--- src/rtl/csr_counter_bank.sv ---
// ---------------------------------------------------------------------------
// csr_counter_bank
//
// Machine-mode performance counter bank: mcycle, minstret, HPM_NUM
// mhpmcounterN/mhpmeventN pairs (N = 3..3+HPM_NUM-1), mcountinhibit, and the
// read-only user shadows cycle/instret/hpmcounterN.
//
// Optional feature macro: CSR_COUNTER_OVF_IRQ_EN
//   defined   -> sticky per-counter overflow flags, ovf_irq = registered OR
//   undefined -> no flags, ovf_irq tied to 0
//
// Ports
//   CLK             in   single clock, rising edge
//   RST             in   synchronous active-high reset
//   csr_addr        in   12-bit CSR address
//   csr_wen         in   write strobe for csr_addr
//   csr_data_write  in   XLEN-bit write data
//   csr_data_read   out  XLEN-bit combinational read data (0 when unmapped)
//   csr_hit         out  csr_addr maps to a register in this block
//   retire_cnt      in   instructions retired this cycle (3 counts as 2)
//   hpm_event       in   EVT_NUM per-cycle event pulses
//   ovf_irq         out  counter overflow interrupt request
// ---------------------------------------------------------------------------
module csr_counter_bank #(
   parameter int XLEN    = 64,
   parameter int HPM_NUM = 4,
   parameter int EVT_NUM = 8
) (
   input  logic               CLK,
   input  logic               RST,
   input  logic [11:0]        csr_addr,
   input  logic               csr_wen,
   input  logic [XLEN-1:0]    csr_data_write,
   output logic [XLEN-1:0]    csr_data_read,
   output logic               csr_hit,
   input  logic [1:0]         retire_cnt,
   input  logic [EVT_NUM-1:0] hpm_event,
   output logic               ovf_irq
);

   // Arrays keep at least one entry so HPM_NUM = 0 still elaborates.
   localparam int HPM_SZ = (HPM_NUM > 0) ? HPM_NUM : 1;

   // Writable mcountinhibit bits: CY (0), IR (2) and one bit per HPM counter.
   function automatic logic [31:0] inhibit_mask(input int num);
      logic [31:0] m;
      m = 32'h0000_0005;
      for (int i = 0; i < num; i++) begin
         m[3+i] = 1'b1;
      end
      return m;
   endfunction

   // Selector k (1..EVT_NUM) picks hpm_event[k-1]; 0 and out-of-range never fire.
   function automatic logic event_fire(input logic [7:0] sel,
                                       input logic [EVT_NUM-1:0] evt);
      logic fire;
      fire = 1'b0;
      for (int k = 0; k < EVT_NUM; k++) begin
         fire = fire | ((sel == 8'(k + 1)) & evt[k]);
      end
      return fire;
   endfunction

   localparam logic [31:0] INH_MASK = inhibit_mask(HPM_NUM);

   logic [XLEN-1:0]   mcycle_r;
   logic [XLEN-1:0]   minstret_r;
   logic [XLEN-1:0]   hpm_cnt_r [HPM_SZ];
   logic [7:0]        hpm_evt_r [HPM_SZ];
   logic [31:0]       inhibit_r;

   logic              wr_cycle_s;
   logic              wr_instret_s;
   logic              wr_inhibit_s;
   logic [HPM_SZ-1:0] wr_hpm_cnt_s;
   logic [HPM_SZ-1:0] wr_hpm_evt_s;
   logic [HPM_SZ-1:0] rd_hpm_cnt_s;
   logic [HPM_SZ-1:0] rd_hpm_evt_s;

   logic              cyc_inc_s;
   logic              ret_en_s;
   logic [1:0]        ret_inc_s;
   logic [XLEN-1:0]   ret_sum_s;
   logic [XLEN-1:0]   mcycle_nx_s;
   logic [XLEN-1:0]   minstret_nx_s;
   logic [HPM_SZ-1:0] hpm_inc_s;

   logic [XLEN-1:0]   rd_data_s;
   logic              rd_hit_s;

   // Address decode for writes and for the parameterised HPM ranges.
   always_comb begin
      wr_cycle_s   = csr_wen & (csr_addr == 12'hB00);
      wr_instret_s = csr_wen & (csr_addr == 12'hB02);
      wr_inhibit_s = csr_wen & (csr_addr == 12'h320);
      wr_hpm_cnt_s = {HPM_SZ{1'b0}};
      wr_hpm_evt_s = {HPM_SZ{1'b0}};
      rd_hpm_cnt_s = {HPM_SZ{1'b0}};
      rd_hpm_evt_s = {HPM_SZ{1'b0}};
      for (int i = 0; i < HPM_NUM; i++) begin
         rd_hpm_cnt_s[i] = (csr_addr == (12'hB03 + 12'(i))) |
                           (csr_addr == (12'hC03 + 12'(i)));
         rd_hpm_evt_s[i] = (csr_addr == (12'h323 + 12'(i)));
         wr_hpm_cnt_s[i] = csr_wen & (csr_addr == (12'hB03 + 12'(i)));
         wr_hpm_evt_s[i] = csr_wen & rd_hpm_evt_s[i];
      end
   end

   // Increment enables and next values; a write to a counter suppresses its
   // increment for that cycle.
   always_comb begin
      ret_inc_s = (retire_cnt == 2'd3) ? 2'd2 : retire_cnt;
      cyc_inc_s = ~wr_cycle_s & ~inhibit_r[0];
      ret_en_s  = ~wr_instret_s & ~inhibit_r[2];
      ret_sum_s = minstret_r + XLEN'(ret_inc_s);
      hpm_inc_s = {HPM_SZ{1'b0}};
      for (int i = 0; i < HPM_NUM; i++) begin
         hpm_inc_s[i] = ~wr_hpm_cnt_s[i] & ~inhibit_r[3+i] &
                        event_fire(hpm_evt_r[i], hpm_event);
      end

      if (wr_cycle_s) begin
         mcycle_nx_s = csr_data_write;
      end else if (cyc_inc_s) begin
         mcycle_nx_s = mcycle_r + XLEN'(1'b1);
      end else begin
         mcycle_nx_s = mcycle_r;
      end

      if (wr_instret_s) begin
         minstret_nx_s = csr_data_write;
      end else if (ret_en_s) begin
         minstret_nx_s = ret_sum_s;
      end else begin
         minstret_nx_s = minstret_r;
      end
   end

   // Counter, event-selector and inhibit state; reset wins over everything.
   always_ff @(posedge CLK) begin
      if (RST) begin
         mcycle_r   <= {XLEN{1'b0}};
         minstret_r <= {XLEN{1'b0}};
         inhibit_r  <= 32'h0000_0000;
         for (int i = 0; i < HPM_SZ; i++) begin
            hpm_cnt_r[i] <= {XLEN{1'b0}};
            hpm_evt_r[i] <= 8'h00;
         end
      end else begin
         mcycle_r   <= mcycle_nx_s;
         minstret_r <= minstret_nx_s;
         if (wr_inhibit_s) begin
            inhibit_r <= csr_data_write[31:0] & INH_MASK;
         end else begin
            inhibit_r <= inhibit_r;
         end
         for (int i = 0; i < HPM_NUM; i++) begin
            if (wr_hpm_cnt_s[i]) begin
               hpm_cnt_r[i] <= csr_data_write;
            end else if (hpm_inc_s[i]) begin
               hpm_cnt_r[i] <= hpm_cnt_r[i] + XLEN'(1'b1);
            end else begin
               hpm_cnt_r[i] <= hpm_cnt_r[i];
            end
            if (wr_hpm_evt_s[i]) begin
               hpm_evt_r[i] <= csr_data_write[7:0];
            end else begin
               hpm_evt_r[i] <= hpm_evt_r[i];
            end
         end
      end
   end

   // Read mux: fixed addresses first, then the parameterised HPM ranges.
   always_comb begin
      rd_data_s = {XLEN{1'b0}};
      rd_hit_s  = 1'b0;
      case (csr_addr)
         12'hB00, 12'hC00: begin
            rd_data_s = mcycle_r;
            rd_hit_s  = 1'b1;
         end
         12'hB02, 12'hC02: begin
            rd_data_s = minstret_r;
            rd_hit_s  = 1'b1;
         end
         12'h320: begin
            rd_data_s = XLEN'(inhibit_r);
            rd_hit_s  = 1'b1;
         end
         default: begin
            for (int i = 0; i < HPM_NUM; i++) begin
               rd_data_s = rd_data_s |
                           (rd_hpm_cnt_s[i] ? hpm_cnt_r[i] : {XLEN{1'b0}}) |
                           (rd_hpm_evt_s[i] ? XLEN'(hpm_evt_r[i]) : {XLEN{1'b0}});
            end
            rd_hit_s = (|rd_hpm_cnt_s) | (|rd_hpm_evt_s);
         end
      endcase
   end

   assign csr_data_read = rd_data_s;
   assign csr_hit       = rd_hit_s;

`ifdef CSR_COUNTER_OVF_IRQ_EN
   // Flag index: 0 = mcycle, 1 = minstret, 2+i = mhpmcounter(3+i).
   localparam int CNT_NUM = 2 + HPM_NUM;

   logic [CNT_NUM-1:0] ovf_flag_r;
   logic [CNT_NUM-1:0] ovf_flag_nx_s;
   logic [CNT_NUM-1:0] ovf_set_s;
   logic [CNT_NUM-1:0] ovf_clr_s;
   logic               ovf_irq_r;

   // Wrap detection by increment only; a write clears the flag and, since it
   // suppresses the increment, can never set it in the same cycle.
   always_comb begin
      ovf_set_s    = {CNT_NUM{1'b0}};
      ovf_clr_s    = {CNT_NUM{1'b0}};
      ovf_set_s[0] = cyc_inc_s & (&mcycle_r);
      // minstret adds up to 2, so a wrap shows as the sum dropping below the old value
      ovf_set_s[1] = ret_en_s & (ret_sum_s < minstret_r);
      ovf_clr_s[0] = wr_cycle_s;
      ovf_clr_s[1] = wr_instret_s;
      for (int i = 0; i < HPM_NUM; i++) begin
         ovf_set_s[2+i] = hpm_inc_s[i] & (&hpm_cnt_r[i]);
         ovf_clr_s[2+i] = wr_hpm_cnt_s[i];
      end
      ovf_flag_nx_s = (ovf_flag_r & ~ovf_clr_s) | ovf_set_s;
   end

   // Sticky flags and the registered interrupt, which tracks the flags' new value.
   always_ff @(posedge CLK) begin
      if (RST) begin
         ovf_flag_r <= {CNT_NUM{1'b0}};
         ovf_irq_r  <= 1'b0;
      end else begin
         ovf_flag_r <= ovf_flag_nx_s;
         ovf_irq_r  <= |ovf_flag_nx_s;
      end
   end

   assign ovf_irq = ovf_irq_r;
`else
   assign ovf_irq = 1'b0;
`endif

endmodule

--- config.mk ---
export PLATFORM = sky130hd
export DESIGN_NAME = csr_counter_bank
export DESIGN_NICKNAME = d
export VERILOG_FILES = /design/src/rtl/csr_counter_bank.sv
export SDC_FILE = /design/constraint.sdc
export NUM_CORES = 1
export LEC_CHECK = 0
export BUFFER_PORTS_ARGS = -buffer_cell sky130_fd_sc_hd__buf_2
export CAP_MARGIN = 20
export CORE_MARGIN = 1.5
export CORE_UTILIZATION = 40
export CTS_CLUSTER_SIZE = 40
export DETAILED_ROUTE_END_ITERATION = 6
export PLACE_DENSITY = 0.61
export SLEW_MARGIN = 40
export SYNTH_ARGS = -nofsm -noshare
export SYNTH_HDL_FRONTEND = slang
export SYNTH_SLANG_ARGS = --single-unit
--- constraint.sdc ---
create_clock -name CLK -period 9.7 [get_ports CLK]
set_input_delay 0.97 -clock CLK [delete_from_list [all_inputs] [get_ports CLK]]
set_output_delay 0.97 -clock CLK [all_outputs]
set_load 0.02 [all_outputs]
==> flow_metrics.env <==
export IMPL_status="completed"
export IMPL_worst_r2r_path_depth=7
export IMPL_die_h_microns=262.7
export IMPL_wl_per_cell_microns=26.54
export IMPL_ys_ff_latch=422
export IMPL_crit_top_cell="buf_2"
export IMPL_cp_depth=9
export IMPL_skew_ns=0.02716
export IMPL_drc_errors=0
export IMPL_min_from="inhibit_r[3]"
export IMPL_crit_type="in2out"
export IMPL_syn_nets=3131
export IMPL_hold_viol_final=0
export IMPL_clk_latency_ns=0.62
export IMPL_whs_ns=0.5202
export IMPL_slew_viol_final=0
export IMPL_core_area_sq_um=66920
export IMPL_synth_top_area_share_pct=32.07
export IMPL_worstHoldPathCells=2
export IMPL_tns_ns=0
export IMPL_postCtsHoldBufs=0
export IMPL_place_hpwl_mm=78.03
export IMPL_via_per_inst=6.271
export IMPL_antenna_found_initial=9
export IMPL_final_nets=3189
export IMPL_rows=95
export IMPL_clock_path_buffers=3
export IMPL_critPathBufInv=3
export IMPL_netlist_area_sq_um=26970
export IMPL_cts_max_level=2
export IMPL_postSynthCellCount=3034
export IMPL_worst_pin_slew_ns=0.8891
export IMPL_max_stage_delay_ns=0.63
export IMPL_cp_arrival_ns=3.83
export IMPL_track_usage_pct=30.04
export IMPL_ant_nets=0
export IMPL_finalSetupViolCount=0
export IMPL_area_delta_synth_final_pct=11.77
export IMPL_wl_mm=106.4
export IMPL_place_gp_congestion=0.9859
export IMPL_post_route_period_util_pct=49.52
export IMPL_grt_ovfl_total=0
export IMPL_p_leak_uw=0.009791
export IMPL_pwr_density_cell_nw_per_um2=142.5
export IMPL_layout_common_cells="357 x nand2_1, 288 x edfxtp_1, 235 x nor2_1"
export IMPL_end_kind="primary output"
export IMPL_drive_gt1_share_pct=10.92
export IMPL_post_cts_buffers=0
export IMPL_start_kind="primary input"
export IMPL_synthArstFlopShare_pct=0
export IMPL_dr_pass1_iters=6
export IMPL_period_needed_ns=4.803
export IMPL_cp_cell_sequence="buf_2, and3b_1, o21ai_0, nand2b_1, nor2_4, buf_4, nor3_2, mux2i_1, buf_2"
export IMPL_synth_top_cell_by_area="edfxtp_1"
export IMPL_yosysUniqueCellTypes=76
export IMPL_critPathMaxFanout=65
export IMPL_utilization_pct=45.04
export IMPL_die_w_microns=262.7
export IMPL_root_buffer="clkbuf_16"
export IMPL_ios=155
export IMPL_dieArea_sq_um=68990
export IMPL_ctsResizeCount=0
export IMPL_fin_ws_ns=4.897
export IMPL_finalPower_uw=4296
export IMPL_mostFrequentLayoutCell="nand2_1"
export IMPL_drt_iter0_drc=3866
export IMPL_reg2reg_from="hpm_evt_r[3][0]"
export IMPL_portBuffers=153
export IMPL_crit_required_ns=8.73
export IMPL_vdd_drop_max_v=0.0001187
export IMPL_synth_area_leaders="edfxtp_1 32%, dfxtp_1 9.9%, xnor2_1 6.9%"
export IMPL_synth_seq_area_share_pct=42.02
export IMPL_grt_pass1_vias=22590
export IMPL_grt_pass1_wl_mm=155.7
export IMPL_ys_warn_count=0
export IMPL_post_place_ws_ns=4.950
export IMPL_syn_avg_cell_area_sq_um=8.889
export IMPL_cp_slowest_cell="nand2b_1"
export IMPL_slew_headroom_pct=40.72
export IMPL_grt_max_degree=74
export IMPL_cts_tree="built"
export IMPL_max_freq_mhz=208.2
export IMPL_maxCapViolCount=0
export IMPL_cts_sinks=422
export IMPL_synthFlopType="edfxtp_1"
export IMPL_vias=25140
export IMPL_cp_top_family="simple AND/OR/NAND/NOR gates"
export IMPL_crit_start="csr_addr[8]"
export IMPL_path_clk_slew_ns=0.06
export IMPL_start_util_pct=40.30
export IMPL_synth_edf_count=288
export IMPL_numCtsBuffers=49
export IMPL_rsz0062_at_grt="false"
export IMPL_hp_class="reg2reg"
-- registers in the layout (all words and copies together), names as in the netlist --
register / cells
hpm_cnt_r: 256
hpm_evt_r: 32
minstret_r: 64
mcycle_r: 64
inhibit_r: 6
-- path summary, 6_finish.rpt --
path | to | slack [ns]
worst max-delay path | csr_data_read[5] | 4.90
worst min-delay path | inhibit_r[3] | 0.52
worst min register to register | inhibit_r[3] | 0.52
worst max register to register | hpm_cnt_r[3][44] | 6.35
-- area by class of cell --
class                      count  area, sq um
fill                        6483        36780
multi-input combinational   2354        14810
sequential                   422        11330
clock buffer                  63         1309
timing repair buffer         193         1105
tap                          873         1092
inverter                      72        270.3
clock inverter                27        216.5
antenna                        5        12.51
-- worst min-delay path: cells and delay by family (launching register included) --
family           cells  cell delay [ns]
AND/OR/NAND/NOR      1             0.07
flip-flops           1             0.35
AO/OA/AOI/OAI        1             0.05
-- layer usage --
metal  routed length, microns  global-route usage [%]
met1                    45150                   44.04
met2                    44220                   42.83
met3                    13480                   7.834
met4                     3536                   9.302
met5                       12                       0
-- logic make-up after synthesis --
group	share of synthesized area [%]
other	0.01391
and+or+nand+nor	25.14
buffers and inverters	3.809
AOI/OAI and AO/OA	14.87
DFF	42.02
adders and majority gates	0.3990
xor gates and xnor gates	11.89
muxes	1.874
-- metrics by stage --
stage,cells,instance area [sq um]
2_1_floorplan,3034,26970
3_3_place_gp,3911,28480
3_5_place_dp,3914,28580
4_1_cts,4004,30110
5_1_grt,4004,30130
6_report,4009,30140
-- synth_stat cells (47+ instances only) --
cell type    n
clkbuf_1   135
xor2_1     152
nor2b_1     65
a211oi_1   119
edfxtp_1   288
o21ai_0    184
nand4_1    116
inv_1       71
nor3_1      95
nand2_1    361
dfxtp_1    134
nor2_1     239
a22oi_1    186
nand3_1    226
xnor2_1    214
nor4_1      47
-- power by group --
group	total (uW)	internal (uW)	switching (uW)	leakage [uW]
Clock	1840	1030	810	0.000760
Sequential	2140	2020	124	0.00401
Combinational	313	107	206	0.00502
Total	4300	3160	1140	0.00979
Power figures use the tool's default switching activity.
